## src/rtl/fp_operand_unpack_pkg.sv

```systemverilog
// Shared definitions for the FP add/sub operand front end: error classes,
// the single-precision field view, FIFO sizing and the stored entry layout.
package addpkg;

   localparam logic [7:0] EXP_MAX    = 8'hFF;
   localparam int         FIFO_DEPTH = 2;
   localparam int         CNT_W      = $clog2(FIFO_DEPTH + 1);
   localparam int         PTR_W      = $clog2(FIFO_DEPTH);

   // Pre-classification handed to the adder alongside the operands
   typedef enum logic [2:0] {
      ERR_NONE    = 3'b000,
      ERR_NAN     = 3'b001,
      ERR_INVALID = 3'b010,
      ERR_INF     = 3'b011,
      ERR_DENORM  = 3'b100
   } err_e;

   // IEEE-754 single precision, most significant field first
   typedef struct packed {
      logic        sign;
      logic [7:0]  exp;
      logic [22:0] frac;
   } fp_t;

   // One buffered operand pair as presented to the adder
   typedef struct packed {
      fp_t  op1;
      fp_t  op2;
      logic opcode;
      err_e error;
   } entry_t;

   // Priority encode the per-operand classes into one pair class.
   // An add of opposite-signed infinities (or a subtract of like-signed
   // ones) has no defined result, hence the sign/opcode parity term.
   function automatic err_e pair_error(
      input logic [1:0] is_nan,
      input logic [1:0] is_inf,
      input logic [1:0] is_denorm,
      input logic       sign1,
      input logic       sign2,
      input logic       sub
   );
      err_e result;
      if (|is_nan) begin
         result = ERR_NAN;
      end else if ((&is_inf) && (sign1 ^ sign2 ^ sub)) begin
         result = ERR_INVALID;
      end else if (|is_inf) begin
         result = ERR_INF;
      end else if (|is_denorm) begin
         result = ERR_DENORM;
      end else begin
         result = ERR_NONE;
      end
      return result;
   endfunction

endpackage

```

## src/rtl/fp_operand_unpack_classify.sv

```systemverilog
// fp_classify: purely combinational class flags for one single-precision
// operand. Exactly one of the flags is set for NaN, infinity, zero or
// denormal inputs; all are clear for a normal number.
module fp_classify
   import addpkg::*;
(
   input  fp_t  op,
   output logic is_nan,
   output logic is_inf,
   output logic is_zero,
   output logic is_denorm
);

   logic exp_all_ones;
   logic exp_all_zero;
   logic frac_nonzero;

   assign exp_all_ones = (op.exp == EXP_MAX);
   assign exp_all_zero = (op.exp == 8'h00);
   assign frac_nonzero = |op.frac;

   assign is_nan    = exp_all_ones &  frac_nonzero;
   assign is_inf    = exp_all_ones & ~frac_nonzero;
   assign is_zero   = exp_all_zero & ~frac_nonzero;
   assign is_denorm = exp_all_zero &  frac_nonzero;

endmodule

```

## src/rtl/fp_operand_unpack.sv

```systemverilog
// fp_operand_unpack: accepts IEEE-754 single-precision operand pairs,
// splits them into sign/exponent/fraction, pre-classifies the pair and
// buffers it in a 2-entry in-order FIFO in front of the adder.
// Build option: define FP_DENORM_FLUSH_EN to present denormal operands as
// signed zero; otherwise denormals pass through unchanged. The error class
// is the same in both builds.
module fp_operand_unpack
   import addpkg::*;
(
   input  logic        clk,
   input  logic        reset,
   input  logic        in_valid,
   output logic        in_ready,
   input  logic [31:0] op1_bits,
   input  logic [31:0] op2_bits,
   input  logic        opcode_in,
   output logic        out_valid,
   input  logic        out_ready,
   output logic        sign1,
   output logic        sign2,
   output logic [7:0]  exp1,
   output logic [7:0]  exp2,
   output logic [22:0] sig1,
   output logic [22:0] sig2,
   output logic        opcode,
   output err_e        error,
   output logic [15:0] op_count
);

`ifdef FP_DENORM_FLUSH_EN
   localparam logic DENORM_FLUSH = 1'b1;
`else
   localparam logic DENORM_FLUSH = 1'b0;
`endif

   localparam logic [15:0] OP_COUNT_MAX = 16'hFFFF;

   fp_t              op_in    [2];
   fp_t              op_canon [2];
   logic [1:0]       is_nan;
   logic [1:0]       is_inf;
   logic [1:0]       is_zero;
   logic [1:0]       is_denorm;

   entry_t           entry_next;
   entry_t           head;
   entry_t           mem_reg  [FIFO_DEPTH];

   logic [PTR_W-1:0] wr_ptr_reg;
   logic [PTR_W-1:0] wr_ptr_next;
   logic [PTR_W-1:0] rd_ptr_reg;
   logic [PTR_W-1:0] rd_ptr_next;
   logic [CNT_W-1:0] count_reg;
   logic [CNT_W-1:0] count_next;
   logic             in_ready_reg;
   logic             in_ready_next;
   logic [15:0]      op_count_reg;
   logic [15:0]      op_count_next;

   logic             push;
   logic             pop;

   function automatic logic [PTR_W-1:0] ptr_inc(input logic [PTR_W-1:0] ptr);
      return (ptr == PTR_W'(FIFO_DEPTH - 1)) ? '0 : ptr + PTR_W'(1);
   endfunction

   assign op_in[0] = op1_bits;
   assign op_in[1] = op2_bits;

   generate
      for (genvar gi = 0; gi < 2; gi++) begin : g_operand
         fp_classify u_classify (
            .op        (op_in[gi]),
            .is_nan    (is_nan[gi]),
            .is_inf    (is_inf[gi]),
            .is_zero   (is_zero[gi]),
            .is_denorm (is_denorm[gi])
         );

         // Zeros and (optionally) flushed denormals leave as a signed zero
         assign op_canon[gi] = (is_zero[gi] | (DENORM_FLUSH & is_denorm[gi]))
                               ? {op_in[gi].sign, 31'h0}
                               : op_in[gi];
      end
   endgenerate

   // The class is taken from the raw operands so flushing never hides a denormal
   assign entry_next.op1    = op_canon[0];
   assign entry_next.op2    = op_canon[1];
   assign entry_next.opcode = opcode_in;
   assign entry_next.error  = pair_error(is_nan, is_inf, is_denorm,
                                         op_in[0].sign, op_in[1].sign, opcode_in);

   assign push = in_valid & in_ready_reg;
   assign pop  = (count_reg != '0) & out_ready;

   // Next-state for pointers, occupancy, ready and the accept counter
   always_comb begin
      wr_ptr_next   = wr_ptr_reg;
      rd_ptr_next   = rd_ptr_reg;
      count_next    = count_reg;
      op_count_next = op_count_reg;

      if (push) begin
         wr_ptr_next = ptr_inc(wr_ptr_reg);
         if (op_count_reg != OP_COUNT_MAX) begin
            op_count_next = op_count_reg + 16'd1;
         end
      end

      if (pop) begin
         rd_ptr_next = ptr_inc(rd_ptr_reg);
      end

      case ({push, pop})
         2'b10:   count_next = count_reg + CNT_W'(1);
         2'b01:   count_next = count_reg - CNT_W'(1);
         default: count_next = count_reg;
      endcase

      // Ready is registered, so it looks at the occupancy after this edge
      in_ready_next = (count_next != CNT_W'(FIFO_DEPTH));
   end

   // Control registers; reset drops every buffered pair and holds off input
   always_ff @(posedge clk) begin
      if (reset) begin
         wr_ptr_reg   <= '0;
         rd_ptr_reg   <= '0;
         count_reg    <= '0;
         in_ready_reg <= 1'b0;
         op_count_reg <= '0;
      end else begin
         wr_ptr_reg   <= wr_ptr_next;
         rd_ptr_reg   <= rd_ptr_next;
         count_reg    <= count_next;
         in_ready_reg <= in_ready_next;
         op_count_reg <= op_count_next;
      end
   end

   // Pair storage is written only on push, so the head holds under backpressure
   always_ff @(posedge clk) begin
      if (reset) begin
         for (int i = 0; i < FIFO_DEPTH; i++) begin
            mem_reg[i] <= '0;
         end
      end else if (push) begin
         mem_reg[wr_ptr_reg] <= entry_next;
      end
   end

   assign head      = mem_reg[rd_ptr_reg];

   assign in_ready  = in_ready_reg;
   assign out_valid = (count_reg != '0);
   assign op_count  = op_count_reg;

   assign sign1     = head.op1.sign;
   assign exp1      = head.op1.exp;
   assign sig1      = head.op1.frac;
   assign sign2     = head.op2.sign;
   assign exp2      = head.op2.exp;
   assign sig2      = head.op2.frac;
   assign opcode    = head.opcode;
   assign error     = head.error;

endmodule

```

## config.mk

```make
export PLATFORM = sky130hd
export DESIGN_NAME = fp_operand_unpack
export DESIGN_NICKNAME = d
export VERILOG_FILES = /design/src/rtl/fp_operand_unpack_pkg.sv /design/src/rtl/fp_operand_unpack_classify.sv /design/src/rtl/fp_operand_unpack.sv
export SDC_FILE = /design/constraint.sdc
export NUM_CORES = 1
export LEC_CHECK = 0
export CELL_PAD_IN_SITES_DETAIL_PLACEMENT = 0
export CELL_PAD_IN_SITES_GLOBAL_PLACEMENT = 1
export CORE_UTILIZATION = 40
export CTS_CLUSTER_DIAMETER = 30
export DETAILED_ROUTE_END_ITERATION = 6
export HOLD_SLACK_MARGIN = 0.02
export PLACE_DENSITY = 0.77
export SYNTH_ARGS = -nofsm -noshare
export SYNTH_HDL_FRONTEND = slang
export SYNTH_HIERARCHICAL = 1
export SYNTH_SLANG_ARGS = --single-unit
```

## constraint.sdc

```tcl
create_clock -name clk -period 8 [get_ports clk]
set_input_delay 2.4 -clock clk [delete_from_list [all_inputs] [get_ports clk]]
set_output_delay 2.4 -clock clk [all_outputs]
set_load 0.02 [all_outputs]
```

==> results of run 1 <==
## power breakdown
| part | switching (mW) | internal (mW) | total [mW] |
|---|---|---|---|
| logic | 0.223 | 0.238 | 0.461 |
| clock network | 0.339 | 0.462 | 0.801 |
| registers | 0.0481 | 0.960 | 1.01 |
| total | 0.610 | 1.66 | 2.27 |
## worst reg2reg max path: stages (launching register included)
cell,delay [ps]
dfxtp_1,350
and2_1,290
clkinv_1,300
nor2_1,190
nand2_2,60
buf_4,350
nand2b_4,830
## routing by layer
metal	vias up	global-route usage, %	share of wire, %
met1	2481	25.30	46
met5	-	0	0
met3	17	4.852	8.4
li1	2474	-	-
met4	0	6.838	1.4
met2	182	28.71	44
## final cells by class
type / instances / area, um^2 / share of cell area (%)
multi-input combinational: 412 / 2639 / 27.37
sequential: 158 / 4528 / 46.96
clock inverter: 15 / 162.7 / 1.687
tap: 225 / 281.5 / 2.920
inverter: 5 / 18.77 / 0.1947
timing repair buffer: 160 / 1587 / 16.45
clock buffer: 17 / 425.4 / 4.412
## worst max path at each step
stage             start                           end  slack, ps  cells after the start
2_1_floorplan  in_valid   mem_reg[0][0]$_SDFFCE_PN0P_       1470                      4
3_3_place_gp   in_valid  mem_reg[1][49]$_SDFFCE_PN0P_       2680                      7
3_5_place_dp   in_valid  mem_reg[1][49]$_SDFFCE_PN0P_       2610                      7
4_1_cts        in_valid   mem_reg[1][2]$_SDFFCE_PN0P_       3060                      7
5_1_grt        in_valid   mem_reg[1][2]$_SDFFCE_PN0P_       2870                      7
6_report       in_valid  mem_reg[1][52]$_SDFFCE_PN0P_       3100                      7
## synthesized netlist by cell type (3+ instances only)
cell type	instances
nand3_1	6
mux2_2	69
nor2b_1	3
nor3_1	11
nand4_1	9
and2_1	4
o211ai_1	3
a21oi_1	15
or4_1	4
nand2_1	11
o31ai_1	5
dfxtp_1	22
xnor2_1	3
or3_1	5
buf_1	5
o21ai_0	5
nand2b_1	63
inv_1	4
clkbuf_1	26
edfxtp_1	136
nor4_2	7
nor4_1	10
nor2_1	153
and4_1	4
## cell families after synthesis
group	count (synthesis)	synth area share, %
mux	70	10.82
xor+xnor	6	0.9115
flops	158	62.18
fa+ha+maj	2	0.3439
buf+inv	38	1.995
simple gates	298	20.69
compound gates	36	3.061
## metrics by stage
stage                     util [%]  std cells
final                        54.98        992
after global routing         54.98        992
after CTS                    54.98        992
after detailed placement     51.63        960
after global placement       51.63        960
after floorplan                  -        608
==> results.sh, run 1 <==
export IMPL_fin_ws_ps=3102
export IMPL_total_power_mw=2.270
export IMPL_fmax_mhz=204.2
export IMPL_diodes=0
export IMPL_cts_tree="built"
export IMPL_crit_slowest_cell="nand2b_4"
export IMPL_final_area_um2=9642
export IMPL_path_max_fanout=69
export IMPL_hold_violations=0
export IMPL_whs_ps=523.8
export IMPL_synth_cell_types=42
export IMPL_worstPathCellList="clkdlybuf4s50_1 > and2_1 > clkinv_1 > nor2_1 > nand2_2 > buf_4 > nand2b_4"
export IMPL_start_util_pct=41.49
export IMPL_finalCriticalPeriod_ps=4898
export IMPL_async_reset_ff_share_pct=0
export IMPL_yosysTopAreaCell="edfxtp_1"
export IMPL_grt_usage_pct=18.64
export IMPL_slew_headroom_pct=32.93
export IMPL_antenna_found_initial=0
export IMPL_area_growth_pct=32.52
export IMPL_skew_ps=6.599
export IMPL_fin_setup_tns_ps=0
export IMPL_worstSkewPairLatency_ps=420
export IMPL_cp_start_kind="input pin"
export IMPL_synth_seq_cells=158
export IMPL_syn_inst=608
export IMPL_drive_gt1_share_pct=16.17
export IMPL_syn_num_nets=679
export IMPL_route_detailed_drc=0
export IMPL_h_tree_depth=4
export IMPL_clock_sinks=158
export IMPL_route_detailed_wl_per_inst_um=17.11
export IMPL_grt_max_degree=70
export IMPL_cp_top_family="simple AND/OR/NAND/NOR gates"
export IMPL_grt_setup_unrepaired="no"
export IMPL_most_common_layout_cells="clkdlybuf4s50_1, nor2_1, edfxtp_1"
export IMPL_gp_congestion=0.8105
export IMPL_cts_clk_slew_worst_paths_ps=60
export IMPL_whs_endpoint="op_count[15]$_SDFFE_PP0P_"
export IMPL_crit_buf_inv=3
export IMPL_final_fill_count=1484
export IMPL_cellPowerDensity_nw_per_um2=235.4
export IMPL_tightest_slew_ps=1006
export IMPL_yosys_warnings=6
export IMPL_ant_nets=0
export IMPL_vias=5154
export IMPL_port_buffers=154
export IMPL_required_ps=8040
export IMPL_core_um2=17540
export IMPL_overflow=0
export IMPL_power_leakage_nw=3.464
export IMPL_max_stage_delay_ps=820
export IMPL_drt_total_wl_mm=16.98
export IMPL_clockRootBuffer="clkbuf_16"
export IMPL_hold_depth=2
export IMPL_crit_arrival_ps=4940
export IMPL_place_area_um2=9054
export IMPL_final_common_cell="clkdlybuf4s50_1"
export IMPL_critPathCaptureType="flop"
export IMPL_num_io_pins=155
export IMPL_maxCapViolations=0
export IMPL_postCtsSetupBuffers=0
export IMPL_reg2reg_depth=6
export IMPL_synth_edf_count=136
export IMPL_rr_endpoint="mem_reg[1][52]$_SDFFCE_PN0P_"
export IMPL_first_iter_violations=401
export IMPL_vias_per_cell=5.196
export IMPL_grt_pass1_wl_mm=26.12
export IMPL_slew_viol_final=0
export IMPL_worst_r2r_setup_slack_ps=5180
export IMPL_setup_viol_count_final=0
export IMPL_dp_worst_setup_slack_ps=2610
export IMPL_netlist_area_um2=7276
export IMPL_largest_reg_flops=136
export IMPL_irDropWorstVdd_mv=0.1618
export IMPL_firstDrtPassIters=5
export IMPL_cts_hold_buf=0
export IMPL_hp_class="reg2reg"
export IMPL_worstHoldStart="op_count[15]$_SDFFE_PP0P_"
export IMPL_fin_nets=825
export IMPL_hpwl_mm=10.83
export IMPL_synth_flop_cell="edfxtp_1"
export IMPL_cts_repair_resize_count=0
export IMPL_grt_pass1_vias=5051
export IMPL_clockBufferDepth=2
export IMPL_ys_seq_area_share_pct=62.18
export IMPL_synth_top_cell_area_share_pct=56.13
export IMPL_cts_buffers=17
export IMPL_die_x_um=136.9
export IMPL_path_class="in2reg"
export IMPL_die_area_um2=18730
export IMPL_die_h_um=136.9
export IMPL_timing_rr_start="in_ready$_SDFF_PP0_"
export IMPL_synthTopCellsByArea="edfxtp_1, mux2_2, nor2_1"
export IMPL_status="finished, final reports clean"
export IMPL_synth_avg_cell_area_um2=11.97
export IMPL_num_rows=48
export IMPL_timing_final_crit_share_pct=61.22
Note: power is estimated with default switching activity, not from simulation.
==> run 2, diff against run 1 <==
CORE_UTILIZATION = 37   (was 40)
PLACE_DENSITY = 0.75   (was 0.77)
clock period = 4.19 ns   (was 8 ns; I/O delays follow)
==> results.sh, run 2 (synthesized netlist as in run 1, its figures left out) <==
export IMPL_diodes=0
export IMPL_finalCriticalPeriod_ps=3663
export IMPL_clockBufferDepth=2
export IMPL_gp_congestion=0.8147
export IMPL_setup_viol_count_final=0
export IMPL_path_max_fanout=35
export IMPL_timing_final_crit_share_pct=87.42
export IMPL_hold_violations=0
export IMPL_slew_viol_final=0
export IMPL_vias=5231
export IMPL_grt_pass1_wl_mm=27.14
export IMPL_required_ps=2930
export IMPL_dp_cells=1005
export IMPL_largest_reg_flops=136
export IMPL_first_iter_violations=315
export IMPL_worstPathCellList="buf_4 > mux2_2 > clkdlybuf4s50_1"
export IMPL_crit_slowest_cell="dfxtp_4"
export IMPL_num_rows=50
export IMPL_final_common_cell="clkdlybuf4s50_1"
export IMPL_cts_repair_resize_count=0
export IMPL_max_stage_delay_ps=680
export IMPL_area_growth_pct=34.22
export IMPL_route_detailed_wl_per_inst_um=16.92
export IMPL_vias_per_cell=5.044
export IMPL_cts_hold_buf=0
export IMPL_multi_input_area_um2=2639
export IMPL_drt_total_wl_mm=17.55
export IMPL_port_buffers=154
export IMPL_postCtsSetupBuffers=0
export IMPL_die_x_um=142.2
export IMPL_crit_buf_inv=2
export IMPL_final_cells=1037
export IMPL_clock_sinks=158
export IMPL_critPathCaptureType="primary output"
export IMPL_fmax_mhz=273.0
export IMPL_start_util_pct=38.26
export IMPL_fin_nets=835
export IMPL_hpwl_mm=11.88
export IMPL_worstSkewPairLatency_ps=420
export IMPL_crit_arrival_ps=2410
export IMPL_drive_gt1_share_pct=16.73
export IMPL_power_leakage_nw=3.523
export IMPL_cp_start_kind="flop"
export IMPL_cts_buffers=17
export IMPL_die_h_um=142.2
export IMPL_core_um2=19020
export IMPL_most_common_layout_cells="clkdlybuf4s50_1, nor2_1, edfxtp_1"
export IMPL_overflow=0
export IMPL_cts_clk_slew_worst_paths_ps=60
export IMPL_path_class="reg2out"
export IMPL_irDropWorstVdd_mv=0.2694
export IMPL_grt_usage_pct=17.74
export IMPL_clockRootBuffer="clkbuf_16"
export IMPL_cts_tree="built"
export IMPL_antenna_found_initial=0
export IMPL_slew_headroom_pct=50.91
export IMPL_hp_class="reg2reg"
export IMPL_grt_pass1_vias=5268
export IMPL_grt_setup_unrepaired="no"
export IMPL_status="finished, final reports clean"
export IMPL_cellPowerDensity_nw_per_um2=444.4
export IMPL_die_area_um2=20230
export IMPL_final_fill_count=1691
export IMPL_ant_nets=0
export IMPL_maxCapViolations=0
export IMPL_regArea_um2=4528
export IMPL_route_detailed_drc=0
export IMPL_skew_ps=6.352
export IMPL_fin_setup_tns_ps=0
export IMPL_num_io_pins=155
export IMPL_h_tree_depth=4
export IMPL_firstDrtPassIters=5
export IMPL_cp_top_family="buffers and inverters"
export IMPL_grt_max_degree=44
export IMPL_tightest_slew_ps=730.2
[run 2: worst reg2reg max path, cell delays in order (launching register included)]
cell     delay [ps]
dfxtp_1         400
ha_1            240
nand3_1         300
o41ai_1         750
mux2i_1         260
nor2_1           50
[run 2: worst paths after layout]
kind	end	slack, ps	cells past startpoint	from
setup reg to reg	op_count[1]$_SDFFE_PP0P_	2080	5	op_count[0]$_SDFFE_PP0P_
hold / removal	op_count[15]$_SDFFE_PP0P_	500	2	op_count[15]$_SDFFE_PP0P_
hold reg to reg	op_count[15]$_SDFFE_PP0P_	500	2	op_count[15]$_SDFFE_PP0P_
setup / recovery	opcode	530	3	flop
[run 2: cell type report]
class	count	share of cell area [%]
sequential	158	46.37
multi-input combinational	412	27.02
timing repair buffer	170	17.14
clock buffer	19	4.433
tap	260	3.331
clock inverter	13	1.512
inverter	5	0.1922
[run 2: stage by stage]
stage	setup slack, ps	cell area, um^2	hold WS (ps)	utilization (%)	total power, mW
floorplan	41.87	7279	479.7	-	2.420
global placement	790.3	9185	484.5	48.30	2.847
detailed placement	685.6	9185	500.5	48.30	2.859
CTS	477.5	9766	508.7	51.35	4.386
global route	412.2	9766	545.1	51.35	4.502
finish	527.2	9766	499.0	51.35	4.340
[run 2: power by group]
| part | internal [mW] | switching, mW |
|---|---|---|
| sequential | 1.83 | 0.0654 |
| clock | 0.927 | 0.593 |
| combinational | 0.466 | 0.457 |
[run 2: routing by layer]
metal / global-route usage, % / vias up / share of wire (%)
met5: 0 / - / 0
met4: 5.999 / 0 / 0.96
met3: 4.139 / 15 / 6.8
met2: 28.46 / 193 / 48
met1: 23.58 / 2530 / 44
li1: - / 2493 / -
==> run 3, diff against run 2 <==
CORE_UTILIZATION = 44   (was 37)
PLACE_DENSITY = 0.84   (was 0.75)
clock period = 4.8 ns   (was 4.19 ns; I/O delays follow)
==> results.sh, run 3 (synthesized netlist as in run 1, its figures left out) <==
export IMPL_fin_util_pct=60.77
export IMPL_port_buffers=154
export IMPL_firstDrtPassIters=5
export IMPL_path_class="reg2out"
export IMPL_clockBufferDepth=2
export IMPL_num_io_pins=155
export IMPL_route_detailed_drc=0
export IMPL_clock_sinks=158
export IMPL_worstHoldStart="op_count[15]$_SDFFE_PP0P_"
export IMPL_cts_repair_resize_count=0
export IMPL_fin_setup_tns_ps=0
export IMPL_fmax_mhz=258.5
export IMPL_die_h_um=130.6
export IMPL_postCtsSetupBuffers=0
export IMPL_path_depth=2
export IMPL_cts_hold_buf=0
export IMPL_setup_viol_count_final=0
export IMPL_slew_headroom_pct=36.51
export IMPL_num_rows=46
export IMPL_cts_tree="built"
export IMPL_cp_top_family="flip-flops"
export IMPL_clockRootBuffer="clkbuf_16"
export IMPL_hpwl_mm=11.37
export IMPL_cp_start_kind="flop"
export IMPL_ant_nets=0
export IMPL_maxCapViolations=0
export IMPL_diodes=0
export IMPL_vias=5228
export IMPL_grt_pass1_wl_mm=26.55
export IMPL_antenna_found_initial=0
export IMPL_area_growth_pct=33.64
export IMPL_irDropWorstVdd_mv=0.2369
export IMPL_grt_setup_unrepaired="no"
export IMPL_slew_viol_final=0
export IMPL_timing_final_crit_share_pct=80.58
export IMPL_grt_util_met3_pct=6.800
export IMPL_reg2reg_depth=4
export IMPL_globalRouteMet2Util_pct=32.90
export IMPL_drt_total_wl_mm=17.14
export IMPL_route_detailed_wl_per_inst_um=17.38
export IMPL_cts_clk_slew_worst_paths_ps=60
export IMPL_gp_congestion=0.7629
export IMPL_worstPathCellList="mux2_2 > clkdlybuf4s50_1"
export IMPL_grt_usage_pct=21.00
export IMPL_met1_usage_pct=27.50
export IMPL_die_area_um2=17050
export IMPL_grt_most_used_layer="met2"
export IMPL_worstSkewPairLatency_ps=420
export IMPL_crit_slowest_cell="dfxtp_4"
export IMPL_fin_nets=828
export IMPL_die_x_um=130.6
export IMPL_status="finished, final reports clean"
export IMPL_h_tree_depth=4
export IMPL_largest_reg_flops=136
export IMPL_required_ps=3360
export IMPL_tightest_slew_ps=952.4
export IMPL_most_common_layout_cells="clkdlybuf4s50_1, nor2_1, edfxtp_1"
export IMPL_skew_ps=6.561
export IMPL_hold_violations=0
export IMPL_path_max_fanout=68
export IMPL_drive_gt1_share_pct=16.23
export IMPL_start_util_pct=45.47
export IMPL_grt_pass1_vias=5129
export IMPL_hold_depth=2
export IMPL_final_common_cell="clkdlybuf4s50_1"
export IMPL_finalCriticalPeriod_ps=3868
export IMPL_first_iter_violations=315
export IMPL_crit_arrival_ps=2430
export IMPL_grt_max_degree=69
export IMPL_max_stage_delay_ps=940
export IMPL_cellPowerDensity_nw_per_um2=397.6
export IMPL_vias_per_cell=5.302
export IMPL_crit_buf_inv=1
export IMPL_cts_buffers=17
export IMPL_core_um2=16000
export IMPL_timing_rr_start="in_ready$_SDFF_PP0_"
export IMPL_power_leakage_nw=3.508
export IMPL_hp_class="reg2reg"
export IMPL_overflow=0
export IMPL_critPathCaptureType="primary output"
-- run 3: worst min-delay path: cells and delay by family (launching register included) --
family          cells  cell delay, ps
compound gates      2             120
flops               1             330
-- run 3: layout make-up --
class / count / area, um^2
fill: 1315 / 6277
sequential: 158 / 4528
multi-input combinational: 412 / 2639
timing repair buffer: 163 / 1647
clock buffer: 17 / 425.4
tap: 216 / 270.3
clock inverter: 15 / 195.2
inverter: 5 / 18.77
-- run 3: worst paths after layout --
path / endpoint / slack [ps]
setup reg to reg: mem_reg[0][32]$_SDFFCE_PN0P_ / 2330
hold reg to reg: op_count[15]$_SDFFE_PP0P_ / 490
setup / recovery: sig1[3] / 930
hold / removal: op_count[15]$_SDFFE_PP0P_ / 490
-- run 3: metal layers --
layer / vias up / routed length [um]
met5: - / 0
li1: 2486 / -
met4: 0 / 279
met1: 2543 / 7491
met3: 24 / 1385
met2: 175 / 7978
-- run 3: report_power, final --
part	leakage (nW)	switching, mW	internal (mW)
combinational	1.62	0.373	0.403
sequential	1.60	0.0800	1.60
clock	0.284	0.544	0.867
-- run 3: stage by stage --
step           std cells  hold slack (ps)  cell area, um^2  total power [mW]  setup slack [ps]
3_3_place_gp         954            477.7             9102             2.474             876.8
2_1_floorplan        608            479.7             7279             2.113             468.9
4_1_cts              986            498.7             9723             3.897             895.0
3_5_place_dp         954            494.8             9102             2.489             768.3
5_1_grt              986            529.6             9723             4.010             826.9
6_report             986            494.6             9723             3.866             932.1
